[src/rtl/conv_pkg.sv]
// Shared definitions for the convolution row sequencer: state encoding,
// counter width and the output-row helper.
package conv_pkg;

  // Sequencer states, one output row per LOAD..NEXT loop
  typedef enum logic [2:0] {
    IDLE,
    LOAD,
    RELEASE,
    CONV,
    CONV_WAIT,
    NEXT
  } state_e;

  // Width of row_count and rows_done
  localparam int ROW_CNT_W = 16;

  // Number of output rows a frame of the given height produces
  function automatic int out_rows(input int image_height, input int filter_size);
    return image_height - filter_size + 1;
  endfunction

endpackage

[src/rtl/conv_row_sequencer.sv]
// Frame-level controller: walks a FILTER_SIZE-row window down the image,
// handshaking with the row loader and kicking the convolution engine once
// per output row. Sole driver of row_count.
module conv_row_sequencer
  import conv_pkg::*;
#(
  parameter int IMAGE_WIDTH  = 128,
  parameter int IMAGE_HEIGHT = 128,
  parameter int FILTER_SIZE  = 3
) (
  input  logic                 clk,
  input  logic                 rst,
  input  logic                 start,
  input  logic                 abort,
  output logic                 busy,
  output logic                 frame_done,
  output logic                 load_en,
  output logic [ROW_CNT_W-1:0] row_count,
  input  logic                 loaded,
  output logic                 conv_start,
  input  logic                 conv_done,
  output logic [ROW_CNT_W-1:0] rows_done
);

  // Top row of the final window; the window never moves past it, so the
  // loader never has to handle a partial window at the bottom edge.
  localparam logic [ROW_CNT_W-1:0] LAST_ROW =
    ROW_CNT_W'(out_rows(IMAGE_HEIGHT, FILTER_SIZE) - 1);

  // Geometry the sequencer cannot handle. IMAGE_WIDTH only matters to the
  // status path outside this block, so it is merely range-checked here.
  if (IMAGE_WIDTH < 1 || FILTER_SIZE < 1 || FILTER_SIZE > IMAGE_HEIGHT ||
      IMAGE_HEIGHT > 65535) begin : g_bad_geometry
    // Intentionally empty: an elaborated g_bad_geometry scope in the
    // hierarchy flags an unsupported parameter set.
  end

  state_e               state_q;
  logic                 frame_done_q;
  logic                 load_en_q;
  logic                 conv_start_q;
  logic [ROW_CNT_W-1:0] row_count_q;
  logic [ROW_CNT_W-1:0] rows_done_q;

  // Row-sequencing FSM; every output is a register updated here
  always_ff @(posedge clk) begin
    if (!rst) begin
      state_q      <= IDLE;
      frame_done_q <= 1'b0;
      load_en_q    <= 1'b0;
      conv_start_q <= 1'b0;
      row_count_q  <= '0;
      rows_done_q  <= '0;
    end else if (abort) begin
      // Counters are left alone so the abort point stays visible
      state_q      <= IDLE;
      frame_done_q <= 1'b0;
      load_en_q    <= 1'b0;
      conv_start_q <= 1'b0;
    end else begin
      // Pulse outputs default low each cycle
      frame_done_q <= 1'b0;
      conv_start_q <= 1'b0;
      unique case (state_q)
        IDLE: begin
          if (start) begin
            row_count_q <= '0;
            rows_done_q <= '0;
            load_en_q   <= 1'b1;
            state_q     <= LOAD;
          end
        end
        LOAD: begin
          if (loaded) begin
            load_en_q <= 1'b0;
            state_q   <= RELEASE;
          end
        end
        RELEASE: begin
          // Loader must be seen back in idle before the next request can
          // ever be raised, otherwise a stale 'loaded' would be mistaken
          // for the next window.
          if (!loaded) begin
            state_q <= CONV;
          end
        end
        CONV: begin
          conv_start_q <= 1'b1;
          state_q      <= CONV_WAIT;
        end
        CONV_WAIT: begin
          if (conv_done) begin
            rows_done_q <= rows_done_q + ROW_CNT_W'(1);
            state_q     <= NEXT;
          end
        end
        NEXT: begin
          if (row_count_q == LAST_ROW) begin
            frame_done_q <= 1'b1;
            state_q      <= IDLE;
          end else begin
            row_count_q <= row_count_q + ROW_CNT_W'(1);
            load_en_q   <= 1'b1;
            state_q     <= LOAD;
          end
        end
        default: begin
          load_en_q <= 1'b0;
          state_q   <= IDLE;
        end
      endcase
    end
  end

  assign busy       = (state_q != IDLE);
  assign frame_done = frame_done_q;
  assign load_en    = load_en_q;
  assign conv_start = conv_start_q;
  assign row_count  = row_count_q;
  assign rows_done  = rows_done_q;

endmodule

[config.mk]
export PLATFORM = sky130hd
export DESIGN_NAME = conv_row_sequencer
export DESIGN_NICKNAME = d
export VERILOG_FILES = /design/src/rtl/conv_pkg.sv /design/src/rtl/conv_row_sequencer.sv
export SDC_FILE = /design/constraint.sdc
export NUM_CORES = 1
export LEC_CHECK = 0
export ABC_AREA = 1
export BUFFER_PORTS_ARGS = -buffer_cell sky130_fd_sc_hd__buf_2
export CAP_MARGIN = 20
export CORE_UTILIZATION = 60
export DETAILED_ROUTE_END_ITERATION = 10
export PLACE_DENSITY_LB_ADDON = 0.08
export SLEW_MARGIN = 20
export SYNTH_ARGS = -nofsm -noshare
export SYNTH_HDL_FRONTEND = slang
export SYNTH_SLANG_ARGS = --single-unit
[constraint.sdc]
create_clock -name clk -period 2.6 [get_ports clk]
set_input_delay 0.52 -clock clk [delete_from_list [all_inputs] [get_ports clk]]
set_output_delay 0.52 -clock clk [all_outputs]
set_load 0.005 [all_outputs]
; ---- Word level (Yosys, flattened, before mapping)
; Index checks and enable logic that the tools add are counted.
[word_totals]
reg_bits = 38
word_cells = 51
[classes]
add_sub_neg = 2
eq_ne = 11
n_mux = 17
bitwise_logic = 4
reduce_logical = 11
[op_table]
columns = op, count
row1 = $pmux 16 s2, 2
row2 = $mux 16, 3
row3 = $add 16x1->16 const B, 2
row4 = $pmux 3 s6, 1
row5 = $eq 16x7->1 const B, 1
row6 = $reduce_and 4->1, 4
row7 = $mux 3, 4
row8 = $ne 2x2->1 const B, 5
row9 = $eq 3x2->1 const B, 2
row10 = $eq 3x3->1 const B, 2
row11 = $mux 1, 6
row12 = $reduce_or 3->1, 2
row13 = $not 1->1, 4
row14 = $pmux 1 s4, 1
row15 = $reduce_bool 2->1, 2
row16 = $eq 3x1->1 const B, 1
row17 = $logic_not 3->1, 1
row18 = $reduce_bool 3->1, 1
row19 = $reduce_or 2->1, 1

; ---- Longest topological paths before layout
; Gate-level depths: netlist of the first run.
[logic_depth]
ltp_word = 4
mapped_depth = 12
mapped_depth_nobuf = 12

; ---- Least setup slack after synthesis of the first run
; No wires, ideal clock.
[synth_timing]
path_kind = reg2reg
from = reg row_count_q[0], in the netlist row_count[0]
to = reg row_count_q[8], in the netlist row_count[8]
arrival_time_ns = 1.349
setup_slack_ns = 1.116
stages_incl_launch_ff = 10
n_path_buf = 1
period_less_slack_ns = 1.484
cell_sequence = dfxtp_1 > ha_1 > nand3_1 > nor2_2 > nand3_4 > nand2_4 > inv_6 > buf_12 > nand2_1 > a21oi_1
[synth_via]
elab_chain_len = 3
[synth_lines]
columns = item, line_no
row1 = start: declaration, conv_row_sequencer.sv:42  ; logic [ROW_CNT_W-1:0] row_count_q;
row2 = start signal: assignment, conv_row_sequencer.sv:102  ; row_count_q <= row_count_q + ROW_CNT_W'(1);
row3 = $add 16x1->16 or $eq 16x7->1 (tied branches), "conv_row_sequencer.sv:102, conv_row_sequencer.sv:98"
row4 = $mux 16 or $ne 2x2->1 (tied branches), n/a
row5 = $pmux 16 s2 or $reduce_and 4->1 (tied branches), n/a
; Several ways; a longest one is shown, not always the timed one. The select of a mux whose other input is x is not followed.
; A chain may end at the register's enable or synchronous reset.

; ---- Worst setup path after layout of the first run
[layout_timing]
from = reg state_q[0]
to = out busy
[layout_via]
elab_chain_len = 1
[layout_lines]
columns = item, line_no
row1 = start: declaration, conv_row_sequencer.sv:38  ; state_e state_q;
row2 = start signal: assignment, conv_row_sequencer.sv:48  ; state_q <= IDLE;
row3 = start signal: assignment, conv_row_sequencer.sv:56  ; state_q <= IDLE;
row4 = start signal: assignment, conv_row_sequencer.sv:70  ; state_q <= LOAD;
row5 = $reduce_bool 3->1, conv_row_sequencer.sv:115  ; assign busy = (state_q != IDLE);
row6 = end: declaration, conv_row_sequencer.sv:15  ; output logic busy,
; No other way between the ends.

==> results of run 1 <==
-- worst paths after layout --
check | end | cells past startpoint | slack (ns)
worst max register to register | row_count[8] | 8 | 0.99
worst max-delay path | busy | 3 | 0.90
worst min-delay path | load_en | 2 | 0.48
worst min register to register | load_en | 2 | 0.48
-- cell families after synthesis --
kind of cell             share of synthesized area (%)
AND/OR/NAND/NOR                                  43.77
buffers and inverters                            10.02
AO/OA/AOI/OAI                                    9.582
XOR/XNOR                                         1.905
flip-flops                                       33.10
adder cells (fa/ha/maj)                          1.633
-- cells in the mapped netlist (3+ instances only) --
cell                       n  share of area [%]
sky130_fd_sc_hd__nand2_1  80                 13
sky130_fd_sc_hd__nor2_1   68                 11
sky130_fd_sc_hd__inv_1    42                6.9
sky130_fd_sc_hd__dfxtp_1  38                 33
sky130_fd_sc_hd__nand3_1  22                4.8
sky130_fd_sc_hd__a21oi_1  21                4.6
sky130_fd_sc_hd__nand4_1   9                2.4
sky130_fd_sc_hd__nor3_1    9                2.0
sky130_fd_sc_hd__o21ai_0   6                1.3
sky130_fd_sc_hd__nand3_2   5                2.2
sky130_fd_sc_hd__nand2_4   4                2.0
sky130_fd_sc_hd__nor2_4    4                2.0
sky130_fd_sc_hd__xor2_1    4                1.5
sky130_fd_sc_hd__a21oi_2   3                1.1
sky130_fd_sc_hd__ha_1      3                1.6
sky130_fd_sc_hd__nand3_4   3                2.3
-- routing by layer --
layer  GRT usage [%]  share of wire [%]  up-vias
met5               0                  0        -
met3           4.107                5.2       10
li1                -                  -     1180
met4           10.51                1.5        0
met1           33.00                 45     1046
met2           47.07                 48       60
-- registers in the layout (all words and copies together) (netlist names) --
register	cells
row_count	16
rows_done	16
state_q	3
conv_start	1
frame_done	1
load_en	1
-- where the power goes --
group | switching, W | internal, W
clock network | 0.000222 | 0.000213
logic | 0.0000869 | 0.0000385
registers | 0.00000883 | 0.000587
-- layout make-up --
type	instances	area share, %
clock inverter	2	0.4782
timing repair buffer	42	8.130
tap	48	2.296
inverter	46	6.887
clock buffer	6	3.156
sequential	38	29.08
multi-input combinational	255	49.98
-- layout by cell type (no fill, tap or decap), drive strengths merged, types with 3 or more instances in the layout --
cell     n
nand3   30
nor2    75
buf     42
nor3     9
nand4    9
inv     46
dfxtp   38
a21oi   24
nand2   85
xor2     4
clkbuf   6
ha       3
o21ai   10
-- per-stage QoR --
step	setup slack (ns)	hold slack [ns]	cells
5_1_grt	0.7812	0.5033	437
2_1_floorplan	1.116	0.4605	344
4_1_cts	0.8959	0.4810	437
3_5_place_dp	0.9506	0.4646	429
3_3_place_gp	0.9590	0.4631	429
6_report	0.8977	0.4756	437
-- critical path, delay by kind of cell, from the launching register on --
| kind | cells | cell delay (ns) |
|---|---|---|
| AND/OR/NAND/NOR | 2 | 0.21 |
| buffers and inverters | 1 | 0.13 |
| flip-flops | 1 | 0.54 |
==> results_tabular.tex, run 1 <==
\begin{tabular}{lr}
\hline
Metric & Value \\
\hline
\multicolumn{2}{l}{\textbf{Clocking}} \\
Number of buffers inserted to repair setup after CTS & 0 \\
Hold buffers post-CTS & 0 \\
Clock root buffer & sky130\_fd\_sc\_hd\_\_clkbuf\_8 \\
Clk Latency, worst-skew pair & 0.29 ns \\
Sink Count & 38 \\
Quantity of gates resized following cts & 0 \\
Clock transition at path regs & 0.07 ns \\
Clock tree buffer depth & 2 \\
TritonCTS clock tree & done \\
Clock buffers created by TritonCTS & 5 \\
Total number of H-tree levels & 2 \\
\multicolumn{2}{l}{\textbf{Power and ir drop}} \\
Leak & 1.181 nW \\
Pwr dens & 442.0 nW/um\^{}2 \\
Largest vdd supply drop & roughly 350 uV \\
Overall power & 0.001156 W \\
\multicolumn{2}{l}{\textbf{Yosys}} \\
Nets in the synthesized netlist & 353 \\
Share of async-settable or async-resettable flops after synthesis & 0\% \\
Flip-flop and latch count after synthesis & 38 \\
Number of warning messages in the yosys log & 0 \\
Post-synthesis instance total & 344 \\
Number of flops mapped to enable cells by yosys & 0 \\
Library cells used by synthesis & 34 \\
Total standard cell area after synthesis & approximately 2300 sq um \\
Synthesized area per cell & 6.682 sq um \\
Part of the Yosys area used for sequential elements & about a third \\
Flip-flop cell with the highest count after synthesis & sky130\_fd\_sc\_hd\_\_dfxtp\_1 \\
\multicolumn{2}{l}{\textbf{Timing}} \\
Share of the clock period used by the worst path after layout & 65.47\% \\
Highest achievable clock rate & roughly 0.59 GHz \\
Worst-case clock skew & 0.006219 ns \\
Setup repair after global routing missed its margin & false \\
Max-slew violation count & 0 \\
Total setup violations reported at the end of the flow & 0 \\
Hold violation count in the final report & 0 \\
Worst slew margin relative to its limit & 74.71\% \\
Post-route setup TNS & 0 ns \\
Min Tclk post-route & 1.702 ns \\
Transition time of the tightest slew-check pin & 0.3765 ns \\
\multicolumn{2}{l}{\textbf{Cells and area}} \\
Number of fill cells & 320 \\
Share of the core filled with cells in the final layout & 71.46\% \\
Ratio of cells with drive above 1 in the final layout & 20.31\% \\
Reg area & 760.7 sq um \\
Syn-to-layout area delta & 13.83\% \\
Number of nets in the layout & 397 \\
Area of the multi-input gates & 1308 sq um \\
Finished layout cell area & 2616 sq um \\
Diode count & 0 \\
\multicolumn{2}{l}{\textbf{Global route}} \\
Wire length of the first global-routing pass & 8.707 mm \\
Antenna violations before repair & 0 \\
Total global routing track utilization & 26.98\% \\
Pin count of the biggest net entering global routing & 17 \\
Global route total overflow & 0 \\
Number of global-route vias before repair & approximately 2.0k \\
\multicolumn{2}{l}{\textbf{Routing}} \\
Via Count & 2296 \\
Vias per cell & 5.254 \\
Detailed Route WL & roughly 5 mm \\
Number of nets with antenna violations after detailed routing & 0 \\
Initial detailed-routing violation count & around 190 \\
Detailed-route wire length per cell & $\sim$11 um \\
Initial DRT Pass Iterations & 4 \\
DRC violation count after routing & 0 \\
\multicolumn{2}{l}{\textbf{Critical path}} \\
Highest-delay cell along the critical path & sky130\_fd\_sc\_hd\_\_dfxtp\_1 \\
Crit path largest cell delay & 0.54 ns \\
Crit path from & state\_q[0] \\
Max Fanout on Critical Path & 8 \\
Crit path DAT & 1.18 ns \\
Worst flop-to-flop path startpoint & row\_count[0] \\
Required time worst endpoint & 2.08 ns \\
Crit end category & primary output \\
Worst Setup Path Type & reg2out \\
Kind of start point of the critical path & flop \\
Worst-path cell chain & nor2\_4 > nand2\_1 > buf\_2 \\
\multicolumn{2}{l}{\textbf{Placement}} \\
GP Congestion & 0.8795 \\
PortBufs & 41 \\
Post-DP HPWL & between 3 and 4 mm \\
Placed standard-cell area & roughly 2500 sq um \\
\multicolumn{2}{l}{\textbf{Floorplan}} \\
Die area & 4083 sq um \\
Rows & 22 \\
Vertical extent of the die & $\sim$64 um \\
Starting density of the core & 62.78\% \\
Num ports & 42 \\
Floorplan core area & 3661 sq um \\
Horiz. Die Dim & 63.90 um \\
\multicolumn{2}{l}{\textbf{Flow run}} \\
Max Cap Violations & 0 \\
\multicolumn{2}{l}{\textbf{Status}} \\
Status & complete, no violations \\
\multicolumn{2}{l}{\textbf{Worst hold path}} \\
Worst hold-check path type & reg2reg \\
Launch instance of the worst min-delay path & load\_en \\
\hline
\end{tabular}
Note: power is estimated with default switching activity, not from simulation.
==> run 2, diff against run 1 <==
- ABC_AREA: 1 -> 0
- CORE_UTILIZATION: 60 -> 49
- clock period: 2.6 -> 1.56 ns (I/O delays scaled with it)
==> run 2 against run 1 <==
Against the previous run:
- the flow now finishes with violations (negative setup slack)
- utilization increased by 22 points
- worst setup slack worse by 1.2 ns
- combinational power rose by 140%
- clock skew fell by 0.0034 ns
- cell count is 5.0% lower
- critical path depth rose by 1
- sequential cell count unchanged
- die area up 6.9%
- register-to-register slack worse by 1.3 ns
- hold slack worse by 0.065 ns
- count of clock-buffer cells in the layout unchanged
- critical endpoint is now rows_done[15]
- largest cell class unchanged
==> results_tabular.tex, run 2 <==
\begin{tabular}{lr}
\hline
Metric & Value \\
\hline
\multicolumn{2}{l}{\textbf{Status}} \\
Status & finished with violations \\
Failing checks & negative setup slack \\
\multicolumn{2}{l}{\textbf{Critical path}} \\
Crit path DAT & 2.10 ns \\
Highest-delay cell along the critical path & sky130\_fd\_sc\_hd\_\_or4\_4 \\
Top delay family on crit path & simple AND/OR/NAND/NOR gates \\
Worst path buffer plus inverter count & 0 \\
Crit path largest cell delay & around 0.5 ns \\
Required time worst endpoint & 1.79 ns \\
Worst-path cell chain & or3\_4 > or4\_4 > or4\_4 > a21oi\_1 \\
Max Fanout on Critical Path & 7 \\
Crit end category & flop \\
Kind of start point of the critical path & flop \\
Critical Path Most Common Cell & sky130\_fd\_sc\_hd\_\_or4\_4 \\
Register-to-Register Setup Slack & -0.31 ns \\
Worst Setup Path Type & reg2reg \\
\multicolumn{2}{l}{\textbf{Timing}} \\
Min Tclk post-route & 1.875 ns \\
Highest achievable clock rate & around 0.53 GHz \\
Max-slew violation count & 0 \\
Setup repair after global routing missed its margin & true \\
Hold violation count in the final report & 0 \\
Least setup slack across all paths after layout & -0.3146 ns \\
Worst-case clock skew & between 0.002 and 0.003 ns \\
Transition time of the tightest slew-check pin & around 0.44 ns \\
Share of the clock period used by the worst path after layout & 120.2\% \\
Worst slew margin relative to its limit & around 70\% \\
Total setup violations reported at the end of the flow & 36 \\
\multicolumn{2}{l}{\textbf{Global route}} \\
Global route total overflow & 0 \\
Total global routing track utilization & 33.62\% \\
Pin count of the biggest net entering global routing & 20 \\
Wire length of the first global-routing pass & 11.00 mm \\
Number of global-route vias before repair & approximately 2.3k \\
Antenna violations before repair & 0 \\
\multicolumn{2}{l}{\textbf{Floorplan}} \\
Starting density of the core & a little over half \\
Vertical extent of the die & 66.06 um \\
Rows & 22 \\
Num ports & 42 \\
Die area & between 4000 and 5000 sq um \\
Floorplan core area & 3799 sq um \\
Horiz. Die Dim & between 60 and 70 um \\
\multicolumn{2}{l}{\textbf{Cells and area}} \\
Area of the multi-input gates & 1608 sq um \\
Number of nets in the layout & 376 \\
Most frequent standard cell in the layout excluding fill and tap cells & sky130\_fd\_sc\_hd\_\_buf\_4 \\
Syn-to-layout area delta & 77.22\% \\
Reg area & 772.0 sq um \\
Finished layout cell area & 3563 sq um \\
Number of fill cells & approximately 120 \\
Highest-count cells in the layout ignoring fill and taps & sky130\_fd\_sc\_hd\_\_buf\_4 (59), sky130\_fd\_sc\_hd\_\_buf\_2 (42), sky130\_fd\_sc\_hd\_\_dfxtp\_1 (29) \\
Diode count & 0 \\
Ratio of cells with drive above 1 in the final layout & a little over half \\
Post-route insts no fill & 415 \\
\multicolumn{2}{l}{\textbf{Yosys}} \\
Total standard cell area after synthesis & 2011 sq um \\
Number of flops mapped to enable cells by yosys & 0 \\
Share of async-settable or async-resettable flops after synthesis & 0\% \\
Flip-flop and latch count after synthesis & 38 \\
Main area contributors after synthesis & sky130\_fd\_sc\_hd\_\_dfxtp\_1 (38\%), sky130\_fd\_sc\_hd\_\_mux2i\_1 (5.0\%), sky130\_fd\_sc\_hd\_\_nand2\_1 (4.9\%) \\
Cell accounting for the most synthesized area & sky130\_fd\_sc\_hd\_\_dfxtp\_1 \\
Library cells used by synthesis & 43 \\
Flip-flop cell with the highest count after synthesis & sky130\_fd\_sc\_hd\_\_dfxtp\_1 \\
Nets in the synthesized netlist & 253 \\
Synthesized area per cell & about 8.2 sq um \\
Most common cell in the synthesized netlist & sky130\_fd\_sc\_hd\_\_dfxtp\_1 \\
Post-synthesis instance total & 244 \\
Number of warning messages in the yosys log & 0 \\
Top cells by count, synth & sky130\_fd\_sc\_hd\_\_dfxtp\_1 (38), sky130\_fd\_sc\_hd\_\_nand2\_1 (26), sky130\_fd\_sc\_hd\_\_a21oi\_1 (17), sky130\_fd\_sc\_hd\_\_nand3\_1 (12) \\
Proportion of netlist area held by the largest area contributor & a little under two fifths \\
Part of the Yosys area used for sequential elements & 37.83\% \\
\multicolumn{2}{l}{\textbf{Routing}} \\
Detailed-route wire length per cell & approximately 24 um \\
DRC violation count after routing & 0 \\
Number of nets with antenna violations after detailed routing & 0 \\
Initial DRT Pass Iterations & 7 \\
Detailed Route WL & 9.883 mm \\
Via Count & 2839 \\
Vias per cell & 6.841 \\
Initial detailed-routing violation count & 385 \\
\multicolumn{2}{l}{\textbf{Clocking}} \\
Total number of H-tree levels & 2 \\
Hold buffers post-CTS & 0 \\
Sink Count & 38 \\
Clock root buffer & sky130\_fd\_sc\_hd\_\_clkbuf\_8 \\
TritonCTS clock tree & done \\
Clk Latency, worst-skew pair & about 0.30 ns \\
Clock transition at path regs & 0.08 ns \\
Clock buffers created by TritonCTS & 5 \\
Clock tree buffer depth & 2 \\
\multicolumn{2}{l}{\textbf{Power and ir drop}} \\
Largest vdd supply drop & 754.2 uV \\
Pwr dens & 605.9 nW/um\^{}2 \\
Leak & 1.423 nW \\
Overall power & 0.002159 W \\
\multicolumn{2}{l}{\textbf{Placement}} \\
Post-DP HPWL & 4.010 mm \\
PortBufs & 41 \\
Placed cell count & 380 \\
Placed standard-cell area & 2809 sq um \\
GP Congestion & 0.7876 \\
\multicolumn{2}{l}{\textbf{Flow run}} \\
Max Cap Violations & 0 \\
\multicolumn{2}{l}{\textbf{Worst hold path}} \\
Worst hold-check path type & in2reg \\
\hline
\end{tabular}
## run 2: kinds of logic (layout without fill, tap and decap cells)
kind of cell    after synthesis  after routing  share of synthesized area (%)
simple gates                107            108                          29.99
compound gates               60             60                          19.29
flops                        38             38                          37.83
buf+inv                      22            144                          4.169
mux                          11             11                          5.538
fa+ha+maj                     3              3                          1.867
xor+xnor                      3              3                          1.307
## run 2: per-stage QoR
stage	utilization [%]	hold WS (ns)	setup slack (ns)	setup TNS [ns]
3_5_place_dp	73.95	0.4490	-0.3302	-4.183
5_1_grt	93.81	0.3978	-0.4563	-7.880
3_3_place_gp	73.95	0.4439	-0.3436	-3.092
6_report	93.81	0.4106	-0.3146	-6.776
2_1_floorplan	-	0.4503	-0.2548	-1.297
4_1_cts	85.21	0.3612	-0.1988	-1.755
## run 2: path summary, 6_finish.rpt
path                 startpoint       endpoint  cells past startpoint
setup / recovery     state_q[1]  rows_done[15]                      4
hold / removal              rst   rows_done[1]                      2
setup reg to reg     state_q[1]  rows_done[15]                      4
hold reg to reg   rows_done[14]  rows_done[14]                      2
## run 2: where the power goes
group | internal (W) | switching (W) | total [W]
clock | 0.000512 | 0.000369 | 0.000881
combinational | 0.000146 | 0.000155 | 0.000301
sequential | 0.000973 | 0.00000384 | 0.000977
total | 0.00163 | 0.000528 | 0.00216
## run 2: per-layer routing
| layer | share of wire [%] | track usage [%] |
|---|---|---|
| met1 | 36 | 41.00 |
| met2 | 46 | 56.25 |
| met3 | 11 | 6.034 |
| met4 | 7.2 | 17.02 |
| met5 | 0 | 0 |
## run 2: final cells by class
cell class,count,area share [%]
clock inverters,1,0.8427
flip-flops and latches,38,21.66
repair buffers,126,27.21
multi-input cells,185,45.12
well taps,48,1.685
inverters,11,1.159
clock buffers,6,2.317
## run 2: what timing repair did
item,CTS,global route
endpoints found under the setup margin,33,36
pin swaps,18,40
buffers inserted,15,14
resized for setup,44,48
gates cloned,1,2
